==> src/rtl/mips_pkg.sv <==
// ============================================================================
// Module  : mips_pkg
// Brief   : Shared MIPS instruction field positions and extension encodings.
// Rev     : 1.0  initial release
// ============================================================================
`default_nettype none

package mips_pkg;

  localparam int OPC_HI = 31;
  localparam int OPC_LO = 26;
  localparam int RS_HI  = 25;
  localparam int RS_LO  = 21;
  localparam int RT_HI  = 20;
  localparam int RT_LO  = 16;
  localparam int RD_HI  = 15;
  localparam int RD_LO  = 11;
  localparam int SH_HI  = 10;
  localparam int SH_LO  = 6;
  localparam int FN_HI  = 5;
  localparam int FN_LO  = 0;
  localparam int IMM_HI = 15;
  localparam int IMM_LO = 0;
  localparam int IDX_HI = 25;
  localparam int IDX_LO = 0;

  localparam logic [1:0] EXT_ZERO = 2'd0;
  localparam logic [1:0] EXT_SIGN = 2'd1;
  localparam logic [1:0] EXT_LUI  = 2'd2;

  localparam logic [31:0] PC_RESET_DEFAULT = 32'h0000_3000;

endpackage

`default_nettype wire

==> src/rtl/instr_field_decode.sv <==
// ============================================================================
// Module  : instr_field_decode
// Brief   : Combinational split of an instruction word plus immediate and
//           branch/jump target computation.
// Rev     : 1.0  initial release
// ============================================================================
`default_nettype none

module instr_field_decode
  import mips_pkg::*;
(
  input  logic [31:0] instr,
  input  logic [31:0] pc,
  input  logic [1:0]  ext_op,
  output logic [5:0]  opcode,
  output logic [4:0]  rs,
  output logic [4:0]  rt,
  output logic [4:0]  rd,
  output logic [4:0]  shamt,
  output logic [5:0]  func,
  output logic [15:0] imm,
  output logic [25:0] index,
  output logic [31:0] imm_ext,
  output logic [31:0] br_target,
  output logic [31:0] j_target
);

  logic [31:0] w_pc_plus4;
  logic [31:0] w_imm_sext;

  assign opcode = instr[OPC_HI:OPC_LO];
  assign rs     = instr[RS_HI:RS_LO];
  assign rt     = instr[RT_HI:RT_LO];
  assign rd     = instr[RD_HI:RD_LO];
  assign shamt  = instr[SH_HI:SH_LO];
  assign func   = instr[FN_HI:FN_LO];
  assign imm    = instr[IMM_HI:IMM_LO];
  assign index  = instr[IDX_HI:IDX_LO];

  assign w_pc_plus4 = pc + 32'd4;
  assign w_imm_sext = {{16{imm[15]}}, imm};

  // Branch offset is always sign-extended, independent of ext_op.
  assign br_target = w_pc_plus4 + (w_imm_sext << 2);
  assign j_target  = {w_pc_plus4[31:28], index, 2'b00};

  always_comb begin
    imm_ext = {16'h0000, imm};
    case (ext_op)
      EXT_SIGN: imm_ext = w_imm_sext;
      EXT_LUI:  imm_ext = {imm, 16'h0000};
      default:  imm_ext = {16'h0000, imm};
    endcase
  end

endmodule

`default_nettype wire

==> src/rtl/instr_fetch_queue.sv <==
// ============================================================================
// Module  : instr_fetch_queue
// Brief   : IF->D prefetch FIFO holding instruction/PC pairs; head entry is
//           presented pre-decoded.
// Rev     : 1.0  initial release
// ============================================================================
`default_nettype none

module instr_fetch_queue
  import mips_pkg::*;
#(
  parameter int          DEPTH    = 4,
  parameter logic [31:0] PC_RESET = PC_RESET_DEFAULT
) (
  input  logic                       clk,
  input  logic                       reset,
  input  logic                       flush,
  input  logic                       in_valid,
  output logic                       in_ready,
  input  logic [31:0]                in_instr,
  input  logic [31:0]                in_pc,
  output logic                       out_valid,
  input  logic                       out_ready,
  input  logic [1:0]                 ext_op,
  output logic [31:0]                out_instr,
  output logic [31:0]                out_pc,
  output logic [5:0]                 out_opcode,
  output logic [4:0]                 out_rs,
  output logic [4:0]                 out_rt,
  output logic [4:0]                 out_rd,
  output logic [4:0]                 out_shamt,
  output logic [5:0]                 out_func,
  output logic [15:0]                out_imm,
  output logic [25:0]                out_index,
  output logic [31:0]                out_imm_ext,
  output logic [31:0]                out_br_target,
  output logic [31:0]                out_j_target,
  output logic [$clog2(DEPTH):0]     count
);

  localparam int PW = $clog2(DEPTH);
  localparam int CW = PW + 1;
  localparam logic [CW-1:0] DEPTH_C = CW'(DEPTH);

  logic [31:0]   r_instr_mem [DEPTH];
  logic [31:0]   r_pc_mem    [DEPTH];
  logic [PW-1:0] r_wr_ptr;
  logic [PW-1:0] r_rd_ptr;
  logic [CW-1:0] r_count;

  logic w_push;
  logic w_pop;

  assign in_ready  = (r_count < DEPTH_C);
  assign out_valid = (r_count != '0);
  assign count     = r_count;

  assign w_push = in_valid && in_ready;
  assign w_pop  = out_valid && out_ready;

  always_ff @(posedge clk or posedge reset) begin
    if (reset) begin
      r_wr_ptr <= '0;
      r_rd_ptr <= '0;
      r_count  <= '0;
    end else if (flush) begin
      r_wr_ptr <= '0;
      r_rd_ptr <= '0;
      r_count  <= '0;
    end else begin
      if (w_push) r_wr_ptr <= r_wr_ptr + PW'(1);
      if (w_pop)  r_rd_ptr <= r_rd_ptr + PW'(1);
      case ({w_push, w_pop})
        2'b10:   r_count <= r_count + CW'(1);
        2'b01:   r_count <= r_count - CW'(1);
        default: r_count <= r_count;
      endcase
    end
  end

  // Storage needs no reset: an empty queue masks the head with a nop.
  always_ff @(posedge clk) begin
    if (w_push && !flush) begin
      r_instr_mem[r_wr_ptr] <= in_instr;
      r_pc_mem[r_wr_ptr]    <= in_pc;
    end
  end

  assign out_instr = out_valid ? r_instr_mem[r_rd_ptr] : 32'h0000_0000;
  assign out_pc    = out_valid ? r_pc_mem[r_rd_ptr]    : PC_RESET;

  instr_field_decode u_decode (
    .instr     (out_instr),
    .pc        (out_pc),
    .ext_op    (ext_op),
    .opcode    (out_opcode),
    .rs        (out_rs),
    .rt        (out_rt),
    .rd        (out_rd),
    .shamt     (out_shamt),
    .func      (out_func),
    .imm       (out_imm),
    .index     (out_index),
    .imm_ext   (out_imm_ext),
    .br_target (out_br_target),
    .j_target  (out_j_target)
  );

endmodule

`default_nettype wire

==> config.mk <==
export PLATFORM = sky130hd
export DESIGN_NAME = instr_fetch_queue
export DESIGN_NICKNAME = d
export VERILOG_FILES = /design/src/rtl/mips_pkg.sv /design/src/rtl/instr_field_decode.sv /design/src/rtl/instr_fetch_queue.sv
export SDC_FILE = /design/constraint.sdc
export NUM_CORES = 1
export LEC_CHECK = 0
export ABC_CLOCK_PERIOD_IN_PS = 10200
export BUFFER_PORTS_ARGS = -buffer_cell sky130_fd_sc_hd__buf_2
export CAP_MARGIN = 20
export CORE_MARGIN = 2
export CORE_UTILIZATION = 54
export CTS_CLUSTER_SIZE = 14
export DETAILED_ROUTE_END_ITERATION = 8
export PLACE_DENSITY = 0.86
export SKIP_CTS_REPAIR_TIMING = 1
export SYNTH_ARGS = -nofsm -noshare
export SYNTH_HDL_FRONTEND = slang
export SYNTH_SLANG_ARGS = --single-unit
==> constraint.sdc <==
create_clock -name clk -period 10.2 [get_ports clk]
set_input_delay 0.51 -clock clk [delete_from_list [all_inputs] [get_ports clk]]
set_output_delay 0.51 -clock clk [all_outputs]
set_load 0.02 [all_outputs]
==> run summary, run 1 <==
cell count after synthesis: 928
Peak Freq: 140 MHz
GRT Util Overall: 22.8%
drt drc: 0
DR WL/cell: 20.5 um
WP buf/inv: 2
H-tree depth: 1
Mapped Area: 13300 um2
Initial DRC Count: 860
layout cell share with drive strength beyond 1: 37.3%
Slew HR: 23.9%
Initial Util: 54.9%
complex-gate fraction of the synthesized area: 4.91%
Setup CP Type: reg -> out
CP arrival: 6620 ps
Syn. warnings: 0
Core Box Area: 24200 um2
CTS Root Cell: clkbuf_16
Power Density: 357 nW/um2
Die Height: 161 um
Peak VDD IR: 0.306 mV
post-route minimum period: 7130 ps
largest net degree at the start of global routing: 75
IO Count: 310
die area: 25900 um2
RSZ-0062 raised after global routing: false
ys async rst share: 2.66%
max_cap viols: 0
Critical Path, Cell by Cell: nor3_1 -> inv_2 -> and2_1 -> ha_1 -> nand2_1 -> nor2_1 -> and3_1 -> nand3_1 -> nor2_1 -> xor2_1 -> ha_1 -> a21oi_1 -> nor2_1 -> a211o_1 -> a31o_2 -> a311oi_1 -> o21ai_1 -> a221o_1 -> a21oi_1 -> xnor2_1 -> buf_2
Syn Area/Cell: 14.3 um2
endpoint class of the critical path: output pin
TritonCTS Sinks: 263
Pleak: 6.11 nW
Synth area leader: edfxtp_1
Worst Path Required: 9690 ps
# setup viols final: 0
Synth Register Bits: 263
clk buf depth: 3
Most common cell on crit path: nor2_1
vias post-DR: 8253
Final Hold Viols: 0
slowest CP cell: nor3_1
Hold Startpoint: in_pc[14]
initial antenna violation count: 8
total CTS buffers: 27
Clock Pin Slew Worst Setup and Hold Paths: 60 ps
post-synth top area share: 57.8%
crit share post-route: 69.9%
grt total ovfl: 0
Routed Antenna Nets: 0
die width: 161 um
setup TNS: 0 ps
Adder-Cell Fraction of Synth Area: 3.69%
Clock Latency Late Sink: 520 ps
Pre-Repair DR Iteration Count: 5
Filler cells: 1811
most common cell after layout, fill and taps aside: buf_2
PortBufs: 307
GP Congestion: 0.895
mux share of post-synthesis cell area: 11.2%
first-pass GRT wire length: 45700 um
Slew Limit Fails: 0
slowest stage delay, CP: 930 ps
final hold slack: 199 ps
vias in the first global route: 7926
sequential area share after synthesis: 59.1%
Worst R2R Start: count[0]$_DFFE_PP0P_
dominant synthesized flop cell: edfxtp_1
most frequent cells in the layout: buf_2 (307), edfxtp_1 (256), and2_1 (58)
xor-xnor portion of the synthesized cell area: 4.07%
Worst Setup SP: count[0]$_DFFE_PP0P_
Least-Margin Pin Slew: 1130 ps
Setup Skew: 6.78 ps
Simple-Gate Fraction of Synth Area: 9.30%
HPWL after detailed placement: 20400 um
Setup crit start kind: register
main combinational cell family by area after synthesis: multiplexers
synth unique cells: 59
family with the most delay on the worst path: compound AO/OA/AOI/OAI gates
HP Class: in -> reg
final WL: 30300 um
Area Overhead vs Synth: 14.7%
nets: 1236
largest cells by area after synthesis: edfxtp_1 (58%), mux4_2 (9.0%), buf_4 (6.0%), ha_1 (3.4%), and2_1 (2.9%)
Post-synth EDFFs: 256
status: complete, no violations
CTS tree: built
row count: 57
CP Max Fanout: 43
vias per cell: 5.59
power breakdown:
group | internal (mW) | switching (mW) | total, mW
Sequential | 1.26 | 0.0660 | 1.33
Clock | 0.616 | 0.392 | 1.01
Combinational | 1.08 | 2.03 | 3.11
final cells by class:
cell class | count | area, um2 | area share [%]
Sequential cell | 263 | 7870 | 51.6
Clock inverter | 13 | 169 | 1.11
Multi-Input combinational cell | 509 | 4430 | 29.0
Tap cell | 324 | 405 | 2.66
Antenna cell | 6 | 15.0 | 0.0984
Timing Repair Buffer | 311 | 1570 | 10.3
Inverter | 15 | 56.3 | 0.369
Clock buffer | 36 | 749 | 4.91
worst register-to-register path: stages, from the launching register on:
cell and delay [ps]:
dfrtp_1 440, nor3_1 930, inv_2 590, buf_4 380
nand2_1 240, nor2_1 90, fa_1 400, nor4_1 280
a221oi_1 80, nor2_1 90
sequential cells by signal (all words and copies together) (netlist names):
signal	cells
count	3
r_instr_mem	128
r_rd_ptr	2
r_wr_ptr	2
r_pc_mem	128
synth_stat cells (14+ instances only):
cell / count
mux4_2: 53
nand2_1: 56
nand3_1: 22
xnor2_1: 39
buf_4: 106
and2_1: 62
inv_1: 14
xor2_1: 21
edfxtp_1: 256
a21oi_1: 47
clkbuf_1: 18
nor2_1: 37
ha_1: 36
o21ai_0: 16
nor2b_1: 21
metrics by stage:
stage / instance area [um2] / worst slack, ps / cells / total power [mW] / util (%)
6_report: 15300 / 3070 / 1477 / 5.44 / 62.9
5_1_grt: 15300 / 2700 / 1473 / 5.71 / 62.9
4_1_cts: 15200 / 3170 / 1469 / 5.46 / 62.8
3_5_place_dp: 14300 / 3700 / 1420 / 4.45 / 59.0
3_3_place_gp: 14300 / 3980 / 1420 / 4.41 / 59.0
2_1_floorplan: 13300 / 4410 / 929 / 3.79 / -
metal layers:
layer	vias to the layer above	wire, um	part of all wire [%]	global-route usage (%)
li1	3783	-	-	-
met1	4050	12500	41	31.2
met2	371	14900	49	38.4
met3	45	2340	7.7	4.21
met4	4	520	1.7	5.36
met5	-	27	0.089	0
final timing paths:
check | endpoint | slack (ps) | cells after the start
min in group asynchronous | r_rd_ptr[1]$_DFFE_PP0P_ | 490 | 3
min reg2reg | r_wr_ptr[0]$_DFFE_PP0P_ | 600 | 2
max | out_br_target[28] | 3070 | 21
max in group asynchronous | r_rd_ptr[0]$_DFFE_PP0P_ | 9470 | 3
min | r_pc_mem[0][14]$_DFFE_PP_ | 200 | 1
max reg2reg | count[2]$_DFFE_PP0P_ | 6620 | 9
logic make-up (layout without fill, tap and decap cells):
group                      after synthesis  after routing
and+or+nand+nor                        235            235
muxes                                   66             66
AOI/OAI and AO/OA                      107            107
xor gates and xnor gates                61             61
buffers and inverters                  157            375
adders and majority gates               38             38
DFF                                    263            263
other                                    1              8
(Power assumes the default switching activity.)
==> run 2: changes to the inputs <==
- ABC_AREA: default -> 1
- ABC_CLOCK_PERIOD_IN_PS: 10200 -> 7000
- PLACE_DENSITY: 0.86 -> 0.85
- clock period: 10.2 -> 7 ns (I/O delays scaled with it)
==> run 2 against run 1 <==
Cell count increased by 35%. Sequential share of layout area decreased by 1.7 points. Count of clock-buffer cells in the layout decreased by 1. Register-to-register slack got worse by 2400 ps. Wire length increased by 23%.
==> run summary, run 2 <==
status: complete, no violations
Final Hold Viols: 0 (unchanged)
most frequent cells in the layout: buf_2 (307), nand2_1 (280), edfxtp_1 (256)
IO Count: 310 (unchanged)
Post-synth EDFFs: 256 (unchanged)
synth unique cells: 39 (-34%)
Synth area leader: edfxtp_1
Initial DRC Count: 1241 (+44%)
Setup crit start kind: register
nets: 1748 (+41%)
largest net degree at the start of global routing: 68 (-9.3%)
drt drc: 0 (unchanged)
post-route minimum period: 6020 ps
Slew HR: 36.5% (+13 points)
setup TNS: 0 ps (unchanged)
slowest stage delay, CP: 910 ps (-20 ps)
Pleak: 6.86 nW (+12%)
Inst Count DP: 1946 (+37%)
GP Congestion: 0.984 (+9.9%)
max_cap viols: 0 (unchanged)
row count: 59 (+3.5%)
Least-Margin Pin Slew: 953 ps (-179 ps)
Peak Freq: 166 MHz
Pre-Repair DR Iteration Count: 6 (+1)
initial antenna violation count: 8 (unchanged)
grt total ovfl: 0 (unchanged)
# setup viols final: 0 (unchanged)
Syn. warnings: 0 (unchanged)
Area Overhead vs Synth: 12.2%
Filler cells: 2104 (+16%)
TritonCTS Sinks: 263 (unchanged)
Worst Path Required: 6650 ps (-3040 ps)
Setup Skew: 24.1 ps (+17.3 ps)
vias in the first global route: 9985 (+26%)
Clock Latency Late Sink: 530 ps (about the same)
CP Max Fanout: 67 (+56%)
final cell count without fillers: 1995 (+35%)
Slew Limit Fails: 0 (unchanged)
HPWL after detailed placement: 25900 um (+27%)
H-tree depth: 1 (unchanged)
clk buf depth: 3 (unchanged)
first-pass GRT wire length: 54500 um (+19%)
Initial Util: 54.4% (-0.48 points)
HP Class: in -> reg
crit share post-route: 86.0%
CTS tree: built
Syn Area/Cell: 9.67 um2 (-33%)
Most common cell on crit path: nand2_1
endpoint class of the critical path: output pin
GRT Util Overall: 26.2% (+3.5 points)
sequential area share after synthesis: 55.9% (-3.1 points)
Setup CP Type: reg -> out
PortBufs: 307 (unchanged)
vias per cell: 5.50 (-1.6%)
Synth Register Bits: 263 (unchanged)
DR WL/cell: 18.6 um (-9.1%)
Die Height: 165 um (+2.7%)
dominant synthesized flop cell: edfxtp_1
CTS Root Cell: clkbuf_16
RSZ-0062 raised after global routing: false
slowest CP cell: dfrtp_4
CP arrival: 5670 ps (-950 ps)
Synth top cells by count: nand2_1 (280), edfxtp_1 (256), nor2_1 (211)
cell with the most instances after synthesis: nand2_1
Peak VDD IR: 0.572 mV (+87%)
WP buf/inv: 6 (+4)
layout cell share with drive strength beyond 1: 23.7% (-14 points)
Routed Antenna Nets: 0 (unchanged)
Power Density: 512 nW/um2 (+44%)
family with the most delay on the worst path: buffers and inverters
post-synth top area share: 54.7% (-3.1 points)
die area: 27300 um2 (+5.5%)
total CTS buffers: 24 (-11%)
Core Box Area: 25800 um2 (+6.6%)
most common cell after layout, fill and taps aside: buf_2
Mapped Area: 14100 um2 (+5.6%)
ys async rst share: 2.66% (unchanged)
Critical Path, Cell by Cell: clkinv_2 -> buf_4 -> nand2_1 -> nand3_1 -> nand3_2 -> inv_2 -> nand4_1 -> xor2_1 -> inv_1 -> ha_1 -> a21oi_1 -> nor2_1 -> nor2_1 -> o21ai_0 -> nand2_1 -> nand2_1 -> a21oi_1 -> inv_1 -> nand3_1 -> nand2_1 -> buf_2
largest cells by area after synthesis: edfxtp_1 (55%), nand2_1 (7.5%), buf_4 (5.8%), nor2_1 (5.6%), o21ai_0 (3.5%)
vias post-DR: 11.0k (+33%)
cell count after synthesis: 1454 (+57%)
Clock Pin Slew Worst Setup and Hold Paths: 60 ps (about the same)
die width: 165 um (+2.7%)
final WL: 37200 um (+23%)
## run 2: changes by cell type in the layout (fill, tap and decap cells not counted), sizes merged, moves of 50 or more
cell and delta:
o21ai +89, nand2 +226, inv +87, nand3 +50, nor2 +193, and2 -65, mux4 -63
## run 2: worst paths after layout
| kind | start | end | slack [ps] | cells after the start |
|---|---|---|---|---|
| max reg2reg | count[2]$_DFFE_PP0P_ | r_pc_mem[0][20]$_DFFE_PP_ | 4220 | 6 |
| min reg2reg | r_wr_ptr[1]$_DFFE_PP0P_ | r_wr_ptr[1]$_DFFE_PP0P_ | 540 | 2 |
| max | r_rd_ptr[0]$_DFFE_PP0P_ | out_br_target[31] | 980 | 21 |
| min | in_instr[14] | r_instr_mem[2][14]$_DFFE_PP_ | 30 | 1 |
| max in group asynchronous | reset | r_rd_ptr[0]$_DFFE_PP0P_ | 6440 | 3 |
| min in group asynchronous | reset | r_rd_ptr[0]$_DFFE_PP0P_ | 320 | 3 |
## run 2: final cells by class
| type | count | area [um2] | share of cell area (%) |
|---|---|---|---|
| Clock buffer | 35 | 652 | 4.13 |
| Timing Repair Buffer | 318 | 1620 | 10.3 |
| Multi-Input combinational cell | 928 | 4760 | 30.2 |
| Sequential cell | 263 | 7870 | 49.9 |
| Tap cell | 335 | 419 | 2.66 |
| Inverter | 104 | 392 | 2.48 |
| Clock inverter | 7 | 50.0 | 0.317 |
| Antenna cell | 5 | 12.5 | 0.0793 |
## run 2: metal layers
| metal | up-vias | track usage, % | wire [um] |
|---|---|---|---|
| met5 | - | 0 | 39 |
| met4 | 6 | 10.5 | 1370 |
| met3 | 99 | 3.85 | 2980 |
| met2 | 602 | 45.8 | 18400 |
| met1 | 5093 | 33.0 | 14400 |
| li1 | 5168 | - | - |
## run 2: kinds of logic (layout without fill, tap and decap cells)
| kind of cell | Yosys count | count (layout) | synth area share, % |
|---|---|---|---|
| AO/OA/AOI/OAI | 214 | 214 | 8.07 |
| XOR/XNOR | 54 | 54 | 3.37 |
| adder cells (fa/ha/maj) | 38 | 38 | 3.49 |
| buffers and inverters | 264 | 464 | 10.4 |
| flip-flops | 263 | 263 | 55.9 |
| other | 1 | 7 | 0.0267 |
| AND/OR/NAND/NOR | 620 | 620 | 18.7 |
## run 2: worst reg2reg max path: cells and delay by family (launching register included)
kind | cells | cell delay [ps]
buffers and inverters | 3 | 860
DFF | 1 | 410
and+or+nand+nor | 3 | 1100
## run 2: per-stage QoR
stage / total power, mW / cell area, um2 / setup slack [ps] / hold WS (ps) / utilization, %
5_1_grt: 8.58 / 15800 / 604 / 16.4 / 61.0
6_report: 8.07 / 15800 / 977 / 31.1 / 61.1
3_5_place_dp: 6.89 / 15000 / 1570 / 296 / 58.2
4_1_cts: 8.06 / 15700 / 1030 / -248 / 60.9
3_3_place_gp: 6.84 / 15000 / 1650 / 292 / 58.2
2_1_floorplan: 5.72 / 14100 / 2880 / 153 / -
## run 2: power by group
group / switching (mW) / total [mW] / internal, mW
Clock: 0.525 / 1.17 / 0.647
Sequential: 0.0820 / 1.92 / 1.84
Combinational: 3.61 / 4.98 / 1.37
